==> src/rtl/serial_adder_pkg.sv <==
// rtl/serial_adder_pkg.sv - shared state encoding and default width for the bit-serial adder
package serial_adder_pkg;

  typedef enum logic [1:0] {
    ST_IDLE  = 2'd0,
    ST_SHIFT = 2'd1,
    ST_DONE  = 2'd2
  } state_t;

  localparam int DEFAULT_WIDTH = 8;

endpackage

==> src/rtl/serial_adder_fa_bit.sv <==
// rtl/serial_adder_fa_bit.sv - gate-level 1-bit full adder cell used by the serial adder
module fa_bit (
  input  logic Ai,
  input  logic Bi,
  input  logic Cin,
  output logic Fi,
  output logic Cout
);

  logic w_axb;
  logic w_ab;
  logic w_pc;

  xor g_x0 (w_axb, Ai, Bi);
  xor g_x1 (Fi, w_axb, Cin);
  and g_a0 (w_ab, Ai, Bi);
  and g_a1 (w_pc, w_axb, Cin);
  or  g_o0 (Cout, w_ab, w_pc);

endmodule

==> src/rtl/serial_adder.sv <==
// rtl/serial_adder.sv - bit-serial WIDTH-bit adder, one bit per clock, LSB first
module serial_adder
  import serial_adder_pkg::*;
#(
  parameter int WIDTH = DEFAULT_WIDTH
) (
  input  logic             clk,
  input  logic             rst,
  input  logic             start,
  input  logic [WIDTH-1:0] A,
  input  logic [WIDTH-1:0] B,
  input  logic             Cin0,
  output logic             busy,
  output logic             done,
  output logic [WIDTH-1:0] F,
  output logic             Cout,
  output logic             OF
);

  localparam int CW = $clog2(WIDTH);
  localparam logic [CW-1:0] CNT_ONE  = CW'(1);
  localparam logic [CW-1:0] CNT_MSB  = CW'(WIDTH - 2);
  localparam logic [CW-1:0] CNT_LAST = CW'(WIDTH - 1);

  state_t           r_state;
  state_t           w_next;
  logic             w_load;
  logic             w_shift;
  logic             w_last;
  logic [WIDTH-1:0] r_a;
  logic [WIDTH-1:0] r_b;
  logic [WIDTH-2:0] r_f;
  logic [WIDTH-1:0] w_fsh;
  logic             r_cy;
  logic             r_cmsb;
  logic [CW-1:0]    r_cnt;
  logic             w_fi;
  logic             w_co;

  fa_bit u_fa (
    .Ai   (r_a[0]),
    .Bi   (r_b[0]),
    .Cin  (r_cy),
    .Fi   (w_fi),
    .Cout (w_co)
  );

  // new sum bit enters at the top; after WIDTH shifts bit 0 sits at the bottom
  assign w_fsh = {w_fi, r_f};

  always_ff @(posedge clk or posedge rst) begin
    if (rst) r_state <= ST_IDLE;
    else     r_state <= w_next;
  end

  always_comb begin
    w_next  = r_state;
    w_load  = 1'b0;
    w_shift = 1'b0;
    w_last  = 1'b0;
    busy    = 1'b0;
    done    = 1'b0;
    case (r_state)
      ST_IDLE: begin
        if (start) begin
          w_load = 1'b1;
          w_next = ST_SHIFT;
        end
      end
      ST_SHIFT: begin
        busy    = 1'b1;
        w_shift = 1'b1;
        if (r_cnt == CNT_LAST) begin
          w_last = 1'b1;
          w_next = ST_DONE;
        end
      end
      ST_DONE: begin
        done = 1'b1;
        if (start) begin
          w_load = 1'b1;
          w_next = ST_SHIFT;
        end else begin
          w_next = ST_IDLE;
        end
      end
      default: w_next = ST_IDLE;
    endcase
  end

  always_ff @(posedge clk or posedge rst) begin
    if (rst) begin
      r_a    <= '0;
      r_b    <= '0;
      r_f    <= '0;
      r_cy   <= 1'b0;
      r_cmsb <= 1'b0;
      r_cnt  <= '0;
      F      <= '0;
      Cout   <= 1'b0;
      OF     <= 1'b0;
    end else if (w_load) begin
      r_a   <= A;
      r_b   <= B;
      r_cy  <= Cin0;
      r_cnt <= '0;
    end else if (w_shift) begin
      r_a   <= r_a >> 1;
      r_b   <= r_b >> 1;
      r_f   <= w_fsh[WIDTH-1:1];
      r_cy  <= w_co;
      r_cnt <= r_cnt + CNT_ONE;
      if (r_cnt == CNT_MSB) r_cmsb <= w_co;
      if (w_last) begin
        F    <= w_fsh;
        Cout <= w_co;
        OF   <= r_cmsb ^ w_co;
      end
    end
  end

endmodule

==> config.mk <==
export PLATFORM = sky130hd
export DESIGN_NAME = serial_adder
export DESIGN_NICKNAME = d
export VERILOG_FILES = /design/src/rtl/serial_adder_pkg.sv /design/src/rtl/serial_adder_fa_bit.sv /design/src/rtl/serial_adder.sv
export SDC_FILE = /design/constraint.sdc
export NUM_CORES = 1
export LEC_CHECK = 0
export ABC_AREA = 1
export CAP_MARGIN = 20
export CORE_MARGIN = 1
export CORE_UTILIZATION = 40
export CTS_BUF_LIST = sky130_fd_sc_hd__clkbuf_8 sky130_fd_sc_hd__clkbuf_16
export CTS_CLUSTER_SIZE = 12
export DETAILED_ROUTE_END_ITERATION = 8
export GPL_TIMING_DRIVEN = 0
export PLACE_DENSITY = 0.65
export SYNTH_ARGS = -nofsm -noshare
export SYNTH_HDL_FRONTEND = slang
export SYNTH_HIERARCHICAL = 1
export SYNTH_SLANG_ARGS = --single-unit
==> constraint.sdc <==
create_clock -name clk -period 1.2 [get_ports clk]
set_input_delay 0.24 -clock clk [delete_from_list [all_inputs] [get_ports clk]]
set_output_delay 0.24 -clock clk [all_outputs]
set_load 0.01 [all_outputs]
# ---- Word level (Yosys, flattened, before mapping)
# Cells that the tools add are included.
dict set report word_totals {
  output_inout_bits 12
  input_bits 20
  ff_bits 40
  wordCells 49
}
dict set report op_classes {
  bitwise_logic 7
  n_mux 18
  n_eq_ne 6
  n_reduce_logical 7
  add_sub_neg 1
}
# operator n
set op_table {}
lappend op_table {{two-way mux 8 bit} 4}
lappend op_table {{two-way mux 1 bit} 9}
lappend op_table {{== test 3 bit (second input constant)} 2}
lappend op_table {{two-way mux 3 bit} 2}
lappend op_table {{one-hot mux 2 bit (3 select lines)} 1}
lappend op_table {{AND reduction 3 bit} 2}
lappend op_table {{two-way mux 2 bit} 2}
lappend op_table {{inequality test 2 bit (second input constant)} 2}
lappend op_table {{AND reduction 2 bit} 2}
lappend op_table {{adder 3 x 1 -> 3 bit (second input constant)} 1}
lappend op_table {{bitwise XOR 1 bit} 3}
lappend op_table {{bitwise AND 1 bit} 2}
lappend op_table {{== test 2 x 1 -> 1 bit (second input constant)} 1}
lappend op_table {{== test 2 bit (second input constant)} 1}
lappend op_table {{zero test 2 bit} 1}
lappend op_table {{nonzero test 2 bit} 1}
lappend op_table {{OR reduction 2 bit} 1}
lappend op_table {{inverter 1 bit} 1}
lappend op_table {{bitwise OR 1 bit} 1}

# ---- Longest topological paths before layout
dict set report depth {
  word_depth 5
  mapped_depth 8
  depth_no_buf 6
}

# ---- Cells and area by module
# Netlist, hierarchy kept.
# module area_each_um2 seq_area_each_um2 n_inst cells_per_inst
set by_module_without_submodules {}
lappend by_module_without_submodules {serial_adder 1853.0 1001.0 1 225}
lappend by_module_without_submodules {fa_bit 20.0 0.0 1 1}

# ---- Least setup slack after synthesis
# No wires, ideal clock.
dict set report synth_timing {
  path_kind {flip-flop to flip-flop}
  startpoint {register r_a[0]}
  endpoint {register OF}
  arrival_ps 1098
  synth_period_minus_slack_ps 1214
  n_path_buf 0
  required_ps 1083
  stages_incl_launch_ff 5
  setup_time_ps 117
  path_slack_ps -14
  cell_sequence {dfrtp_1 > fa_1 > xor2_1 > nand2_1 > nand2_1}
}
dict set report synth_between {
  elab_chain_len 4
  elab_cells_between_ends 5
  classes_between {bitwise (5)}
}
# element line
set synth_rtl {}
lappend synth_rtl {{start: declaration} serial_adder.sv:30} ;# logic [WIDTH-1:0] r_a;
lappend synth_rtl {{start signal: assignment} serial_adder.sv:108} ;# r_a <= r_a >> 1;
lappend synth_rtl {{bitwise XOR 1 bit} serial_adder_fa_bit.sv:14} ;# xor g_x0 (w_axb, Ai, Bi);
lappend synth_rtl {{bitwise AND 1 bit} serial_adder_fa_bit.sv:17} ;# and g_a1 (w_pc, w_axb, Cin);
lappend synth_rtl {{bitwise OR 1 bit (*)} serial_adder_fa_bit.sv:18} ;# or g_o0 (Cout, w_ab, w_pc);
lappend synth_rtl {{named net w_co} serial_adder.sv:38} ;# logic w_co;
lappend synth_rtl {{bitwise XOR 1 bit (*)} serial_adder.sv:117} ;# OF <= r_cmsb ^ w_co;
lappend synth_rtl {{end signal: assignment} serial_adder.sv:117}
lappend synth_rtl {{end: declaration} serial_adder.sv:17} ;# output logic OF
# Mark *: on every way through the listed nets, which the timed path passes. The rest lies on a longest branch.
# A chain may end at the register's enable or synchronous reset.

# ---- Worst setup path after layout
dict set report layout_timing {
  startpoint {register r_state[0]}
  endpoint {output done}
}
dict set report layout_between {
  elab_chain_len 2
}
# element line
set layout_rtl {}
lappend layout_rtl {{start: declaration} serial_adder.sv:25} ;# state_t r_state;
lappend layout_rtl {{start signal: assignment} serial_adder.sv:53} ;# else r_state <= w_next;
lappend layout_rtl {{== test 2 bit} serial_adder.sv:63} ;# case (r_state)
lappend layout_rtl {{two-way mux 1 bit} serial_adder.sv:63}
lappend layout_rtl {{end: declaration} serial_adder.sv:14} ;# output logic done,
# No other way between the ends.

==> reports/results.tsv <==
metric	value	unit
status	finished, violations left	
failing checks	setup timing	
clock transition at the registers of the reported paths	0.07	ns
via/cell ratio	4.71	
max-cap viol count	0	
Pins Over Slew Limit	0	
# diodes	0	
P_leak	1.52	nW
Clock Skews	0.00643	ns
All-Layer GR Usage	17.0	%
Post-Syn Instances	226	
min Tclk post-route	1.34	ns
worst path buffer plus inverter count	2	
hold slack	0.352	ns
PortBufs	30	
die width	70.4	µm
Hold Buf Count CTS	0	
Post-Syn Nets	250	
CP max stage delay	0.46	ns
PD cells	2610	nW/µm²
Setup WS post-layout	-0.141	ns
initial antenna violation count	0	
Remaining DRCs	0	
Crit Path Category	flop to output port	
CTS tree	done	
first-pass GRT wire length	6.58	mm
Initial Utilization	42.4	%
Worst-Margin Slew	0.687	ns
num rows	24	
dpl cells	308	
DR vias	1662	
top cell family by delay on the critical path	flip-flops	
number of global-route vias before repair	1448	
setup TNS	-1.46	ns
Vert. Die Dim	70.4	µm
# clock sinks	40	
sequential area share after synthesis	53.4	%
area fraction in compound gates after synthesis	6.21	%
I/O pins	32	
First-pass DRT Iterations	4	
Adder-Cell Fraction of Synth Area	3.07	%
layout cells sized above 1	35.5	%
fin crit share	112	%
Max clock buf depth	2	
P&R area growth vs syn	56.8	%
largest fanout on the critical path	7	
average size of a mapped cell	8.29	µm²
H-tree depth	2	
Critical Path End Type	output port	
core area	4410	µm²
Netlist cell types	20	
final layout net count	324	
critical-path cell list	buf_8 -> nor2_4 -> buf_6	
Routed Antenna Nets	0	
Core Util, Final	66.6	%
Worst path slowest cell	dfrtp_2	
Post-Synth XOR/XNOR Area	0.468	%
largest family of logic cells by synthesized area	simple AND/OR/NAND/NOR gates	
clk root buf	clkbuf_8	
Clk Latency, worst-skew pair	0.29	ns
fmax	746	MHz
WL/cell	12.3	µm
cell area after synthesis	1870	µm²
worst path arrival time	1.10	ns
final setup vio count	30	
YS warnings	6	
Post-Synth Simple-Gate Area	27.3	%
Fin. Hold Viols	0	
Die Area	4960	µm²
pin count of the biggest net entering global routing	41	
maximum vdd drop	1.04	mV
hold crit path type	input port to flop	
starting DRC count in detailed routing	79	
unrepaired setup endpoints after global routing	true	
Placer Congestion	0.738	
WL final	4.36	mm
total power	7.65	mW
Startpoint Class	flop	
worst endpoint required time	0.96	ns
Final HPWL DP	2.40	mm
max_slew headroom	54.1	%
CTS Buf Count	5	
total gr overflow	0	
mux cell area share after synthesis	0	%
#FFs+latches synth	40	
fin cells	353	
==> kinds of logic (layout without fill, tap and decap cells) <==
logic type | Yosys count | after routing
simple gates | 121 | 122
buf+inv | 42 | 116
flops | 40 | 40
compound gates | 18 | 18
fa+ha+maj | 4 | 4
xor+xnor | 1 | 1
==> stage by stage <==
stage	setup slack, ns	instance area, µm²
2_1_floorplan	0.00681	1880
3_3_place_gp	-0.838	2240
3_5_place_dp	-0.483	2240
4_1_cts	-0.191	2460
5_1_grt	-0.185	2940
6_report	-0.141	2940
==> worst min-delay path: cells and delay by family <==
kind | cells | cell delay [ns]
and+or+nand+nor | 3 | 0.22
buffers and inverters | 1 | 0.15
==> layout by cell type, fill, tap and decap left out, drive strengths merged <==
master and n:
nand2 94, buf 44, dfrtp 40, inv 35, nand3 20, clkdlybuf4s50 18
o21ai 18, clkdlybuf4s15 9, clkbuf 7, nor2 6, ha 3, clkinv 2
nand4 1, or2 1, xor2 1, dlygate4sd2 1, fa 1
==> sequential cells by signal, summed over array words and instances (netlist names) <==
signal / flops
r_cy: 1
F: 8
r_cnt: 3
r_state: 2
r_cmsb: 1
r_b: 8
OF: 1
Cout: 1
r_f: 7
r_a: 8
==> power breakdown <==
group	leakage, nW	switching, mW	internal [mW]
combinational	0.965	2.13	2.21
clock	0.0538	0.457	0.452
sequential	0.503	0.432	1.97
total	1.52	3.02	4.63
==> layer usage <==
metal | GRT usage (%) | part of all wire [%] | up-vias
li1 | - | - | 841
met1 | 22.8 | 45 | 774
met2 | 26.2 | 49 | 38
met3 | 3.46 | 3.3 | 9
met4 | 8.00 | 2.6 | 0
met5 | 0 | 0 | -
==> what timing repair did <==
action	in CTS	in global routing
setup endpoints to repair	48	50
cloned	1	2
pin swaps	2	18
resized for setup	41	87
setup buffers	8	28
==> Yosys cell counts <==
| master | instances | share of area [%] |
|---|---|---|
| nand3_1 | 20 | 5.3 |
| nand2_2 | 2 | 0.67 |
| inv_4 | 1 | 0.33 |
| o21ai_0 | 11 | 2.9 |
| xor2_1 | 1 | 0.47 |
| nor2_4 | 1 | 0.60 |
| clkbuf_1 | 3 | 0.60 |
| inv_1 | 33 | 6.6 |
| nor2_1 | 5 | 1.0 |
| nand4_1 | 1 | 0.33 |
| ha_1 | 3 | 2.0 |
| nand2_1 | 89 | 18 |
| buf_6 | 2 | 1.2 |
| inv_2 | 1 | 0.20 |
| or2_2 | 1 | 0.33 |
| nand2_4 | 2 | 1.2 |
| o21ai_2 | 7 | 3.3 |
| dfrtp_1 | 40 | 53 |
| fa_1 | 1 | 1.1 |
| buf_2 | 2 | 0.53 |
==> area by class of cell <==
cell class / instances / area (µm²)
flip-flops and latches: 40 / 1000
inverters: 35 / 148
plain buffers: 6 / 72.6
fillers: 355 / 1480
multi-input cells: 145 / 901
repair buffers: 67 / 659
clock inverters: 2 / 7.51
clock buffers: 6 / 82.6
well taps: 52 / 65.1
==> path summary, 6_finish.rpt <==
check | from | end | slack (ns) | cells after the start
setup / recovery | r_state[0] | done | -0.14 | 3
setup reg to reg | r_state[1] | r_a[0] | -0.11 | 8
hold reg to reg | r_f[0] | F[0] | 0.48 | 2
min in group asynchronous | rst | r_b[3] | 0.36 | 2
max in group asynchronous | rst | r_state[0] | 0.39 | 2
hold / removal | start | r_b[2] | 0.35 | 4
(Power assumes the default switching activity.)
==> RTL change 1: new RTL, config.mk and constraints unchanged <==
Change the package constant `DEFAULT_WIDTH` from 8 to 4.
--- a/src/rtl/serial_adder_pkg.sv
+++ b/src/rtl/serial_adder_pkg.sv
@@ -7,7 +7,7 @@
     ST_DONE  = 2'd2
   } state_t;
 
-  localparam int DEFAULT_WIDTH = 8;
+  localparam int DEFAULT_WIDTH = 4;
 
 endpackage
 
Interface: changed (resized A, B and F); port bits go from 32 to 20. No check against the original RTL was run, so the function may have changed too.
==> RTL change 1 against the unedited design <==
Sequential power decreased by 44%; sequential cell count decreased by 17; power decreased by 53%; clock skew decreased by 0.0043 ns; synthesized cell count decreased by 45%; area after synthesis decreased by 42%; wire length decreased by 55%; cell area decreased by 52%; setup slack improved by 0.14 ns; die area decreased by 41%; cell count decreased by 49%; largest power group unchanged.
==> RTL change 1: results (changes against the unedited design) <==
vdd_drop_max_mv: 1.44  # +38%
vias_per_cell: 4.65  # -1.2%
grt_pass1_wl_mm: 3.28  # -50%
power.leakage_uw: 0.000730  # -52%
r2r_slack_ns: 0.002  # +0.11 ns
placed_cell_area_um2: 1310  # -42%
wire_per_inst_um: 10.8  # -13%
drt_iter0_drc: 8  # -90%
status: "finished, final reports clean"
async_flop_share_pct: 100  # unchanged
clk_pin_slew_ns: 0.08
clkLatencyLatePin_ns: 0.26  # -0.03 ns
dp_hpwl_mm: 1.39  # -42%
seq_area_frac_synth_pct: 53.1  # -0.32 points
reg.largest.list: "F (4), r_a (4), r_b (4)"
critPathLaunch: "r_b[0]"
cts_resized: 20  # -51%
rr_worst_depth: 3  # -5
cp_max_fo: 2  # -5
drive_above_1_share_pct: 19.9  # -16 points
cp_data_arrival_time_ns: 1.39  # +0.29 ns
grt_max_degree: 24  # -41%
port_buffers: 19  # -37%
layout.nets: 167  # -48%
ys_top_cells_by_area: "dfrtp_1 (53%), nand2_1 (17%), inv_1 (5.5%)"
gr-usage-all-layers_pct: 16.3  # -0.69 points
synth_cell_types: 18  # -10%
cts_setup_buffers: 4  # -4
syn_inst: 125  # -45%
dp_cells: 174  # -44%
place_ws_ns: -0.295  # +0.187 ns
synth_nets: 140  # -44%
yosys-top-cells-count: "nand2_1 (48), dfrtp_1 (23), inv_1 (16)"
slew_headroom_pct: 66.1  # +12 points
whs_ns: 0.348  # -0.00475 ns
hold_class: "input pin to async pin"
routabilityCongestion: 0.732  # -0.75%
htree_levels: 1  # -1
finalNonFillerCells: 181  # -49%
==> RTL change 1: cell types whose count changed in the layout (fill, tap and decap cells not counted), moves of 8 or more <==
cell	change
nand2_4	-8
nand2_2	-20
buf_6	-8
dfrtp_1	-17
inv_1	-17
buf_4	-23
nand2_1	-12
nand3_1	-11
==> RTL change 1: cells by family (layout without fill, tap and decap cells) <==
kind of cell / count (synthesis) / count (layout) / synth area share (%)
simple gates: 66 / 66 / 27.6
flops: 23 / 23 / 53.1
buf+inv: 21 / 47 / 7.85
compound gates: 11 / 11 / 6.47
fa+ha+maj: 3 / 3 / 4.16
xor+xnor: 1 / 1 / 0.808
==> RTL change 1: metal layers <==
layer	vias to the layer above	GRT usage, %	wire length [um]
li1	432	-	-
met1	394	20.8	899
met2	11	26.1	954
met3	5	3.39	58
met4	0	7.69	37
met5	-	0	0
==> RTL change 1: where the power goes <==
| part | internal (uW) | total (uW) | switching, uW |
|---|---|---|---|
| clock | 229 | 475 | 246 |
| combinational | 750 | 1760 | 1010 |
| sequential | 1130 | 1340 | 216 |
==> RTL change 1: critical path, cell delays in order (launching register included) <==
cell and delay [ns]:
dfrtp_1 0.41, fa_2 0.58, inv_2 0.05, o21ai_2 0.10
==> RTL change 1: worst max path at each step <==
| stage | end | slack (ns) | cells after the start |
|---|---|---|---|
| after floorplan | OF | 0.005 | 4 |
| final | r_f[2] | 0.002 | 3 |
| after CTS | busy | -0.06 | 4 |
| after global routing | OF | -0.06 | 4 |
| after detailed placement | busy | -0.30 | 4 |
| after global placement | busy | -0.30 | 4 |
==> RTL change 1: final cells by class <==
cell class                 count  area (um2)
fill                         244        1120
tap                           30        37.5
sequential                    23         577
inverter                      20        83.8
timing repair buffer          23         218
multi-input combinational     81         445
clock buffer                   3        41.3
clock inverter                 1        3.75
==> RTL change 2: new RTL, same flow settings <==
Made on the original files. Reset style: synchronous (`rst`), changed in 2 clocked blocks.
--- a/src/rtl/serial_adder.sv
+++ b/src/rtl/serial_adder.sv
@@ -48,7 +48,7 @@
   // new sum bit enters at the top; after WIDTH shifts bit 0 sits at the bottom
   assign w_fsh = {w_fi, r_f};
 
-  always_ff @(posedge clk or posedge rst) begin
+  always_ff @(posedge clk) begin
     if (rst) r_state <= ST_IDLE;
     else     r_state <= w_next;
   end
@@ -88,7 +88,7 @@
     endcase
   end
 
-  always_ff @(posedge clk or posedge rst) begin
+  always_ff @(posedge clk) begin
     if (rst) begin
       r_a    <= '0;
       r_b    <= '0;
Behaviour: differs if rst is asserted again (counterexample within 4 cycles, from zero or initial values and one cycle with rst high); with rst held inactive, the same outputs for 10 cycles.
==> RTL change 2 against the unedited design <==
The flow still finishes with violations (setup timing); first-iteration DRC count down 7.6%; global-route usage about the same; cell count up 3.1%; area after synthesis up 4.5%; cell area down 7.2%; setup slack better by 0.060 ns; die area up 4.3%; wire length down 9.4%; sequential cell count unchanged; worst hold slack worse by 0.20 ns.
Power is not compared: it rests on default switching activity, and its combinational part moved more than twofold at a synthesized area within 25%.
==> RTL change 2: results (changes against the unedited design) <==
dp_cells: 343  # +11%
routabilityCongestion: 0.782  # +6.0%
crit-reg2reg-launch: "r_state[0]"
status: "complete, but fails checks"
setup_slack_ns: -0.0809  # +0.0599 ns
dp_hpwl_mm: 2.67  # +11%
vias: 1632  # -1.8%
skew_ns: 0.00873  # +0.00231 ns
r2r_slack_ns: -0.07  # +0.04 ns
synth_cell_types: 28  # +40%
antenna_found_initial: 0  # unchanged
cp_slowest_cell: "dfxtp_4"
finalSetupTns_ns: -0.849  # +0.614 ns
rr_worst_depth: 9  # +1
cts-root-buf: "clkbuf_8"
hold_violations: 0  # unchanged
wire_per_inst_um: 10.8  # -12%
min-delay-start: "rst"
finalNonFillerCells: 364  # +3.1%
avgSynthCellArea_um2: 7.95  # -4.0%
worst_pin_slew_ns: 0.451  # -0.236 ns
cpPeakStageDelay_ns: 0.40  # -0.06 ns
layout.nets: 320  # -1.2%
seq_area_frac_synth_pct: 40.9  # -13 points
yosys-top-cells-count: "nand2_1 (48), nor2_1 (45), dfxtp_1 (40)"
cp_top_family: "flip-flops"
violations: "setup timing"
cp_data_arrival_time_ns: 1.04  # -0.06 ns
holdPathEnd: "r_cy"
synth_nets: 270  # +8.0%
grt_max_degree: 15  # -63%
grt_pass1_wl_mm: 6.86  # +4.2%
ys_top_cells_by_area: "dfxtp_1 (41%), nand2_1 (9.2%), nor2_1 (8.6%)"
async_flop_share_pct: 0  # -100 points
r2r_end: "r_b[4]"
hold_depth: 2  # -2
gr-usage-all-layers_pct: 17.0  # +0.043 points
finalSetupViolCount: 27  # -10%
port_buffers: 30  # unchanged
firstDrtPassIters: 4  # unchanged
clk_pin_slew_ns: 0.08
diodes: 0  # unchanged
ys.warnings.count: 6  # unchanged
drive_above_1_share_pct: 31.0  # -4.6 points
cp_max_fo: 3  # -4
drt_iter0_drc: 73  # -7.6%
numCtsBuffers: 5  # unchanged
grt_pass1_vias: 1542  # +6.5%
==> RTL change 2: changes by cell type in the layout (fill, tap and decap cells not counted), sizes merged, moves of 4 or more <==
cell           change
dfxtp             +40
clkdlybuf4s15      -7
buf               -21
dlygate4sd2        +7
a21oi             +12
dfrtp             -40
nor2              +42
nand2             -40
o21ai              +4
==> RTL change 2: cell families after synthesis <==
logic type                 after synthesis  synth area share [%]
DFF                                     40                  40.9
and+or+nand+nor                        124                  31.1
AOI/OAI and AO/OA                       35                  10.7
adders and majority gates                4                  2.94
xor gates and xnor gates                 1                 0.448
buffers and inverters                   42                  13.9
==> RTL change 2: worst register-to-register path, stage by stage (launching register included) <==
cell and delay (ns):
dfxtp_4 0.38, buf_8 0.13, buf_12 0.12, nand2_8 0.12, buf_12 0.12, nand2_8 0.07
inv_8 0.08, nand2_1 0.05, nand2_1 0.06, nor2_1 0.04
==> RTL change 2: timing repair <==
item / in CTS / in global routing
hold endpoints to repair: 0 / 0
pin swaps: 5 / 16
gates resized for setup: 42 / 41
endpoints found under the setup margin: 22 / 42
gates cloned: 1 / 0
hold buffers: 0 / 0
buffers inserted: 7 / 6
==> RTL change 2: where the power goes <==
part / switching (uW) / leakage [uW] / internal (uW) / total [uW]
registers: 56.9 / 0.000330 / 1400 / 1460
clock network: 515 / 0.0000548 / 627 / 1140
logic: 305 / 0.000874 / 309 / 615
total: 877 / 0.00126 / 2340 / 3210
==> RTL change 2: worst max path at each step <==
stage,from,endpoint,slack [ns],cells after the start
3_5_place_dp,r_state[0],busy,-0.44,5
5_1_grt,r_state[0],r_b[4],-0.13,9
6_report,r_state[0],busy,-0.08,4
3_3_place_gp,r_state[0],busy,-0.43,5
2_1_floorplan,r_cnt[0],F[0],0.03,6
4_1_cts,r_state[0],busy,-0.16,5
==> RTL change 2: area by class of cell <==
type | count | area (um2)
sequential | 40 | 816
inverter | 32 | 153
fill | 429 | 2000
clock buffer | 5 | 68.8
tap | 67 | 83.8
clock inverter | 3 | 46.3
timing repair inverter | 1 | 6.26
buffer | 9 | 125
multi-input combinational | 164 | 991
timing repair buffer | 43 | 435
==> RTL change 2: through the flow <==
stage / hold WS (ns) / cell area [um2] / total power, uW / worst slack (ns)
final: 0.156 / 2730 / 3210 / -0.0809
after global routing: 0.150 / 2730 / 3380 / -0.126
after CTS: 0.141 / 2540 / 3170 / -0.157
after detailed placement: 0.448 / 2340 / 1980 / -0.442
after global placement: 0.449 / 2340 / 1970 / -0.428
after floorplan: 0.375 / 1960 / 1840 / 0.0337
==> RTL change 2: metal layers <==
layer	share of wire [%]	routed length (um)	track usage, %	vias to the layer above
li1	-	-	-	867
met1	46	1830	22.3	724
met2	49	1920	27.9	35
met3	4.0	159	5.00	6
met4	0.89	35	3.92	0
met5	0	0	0	-
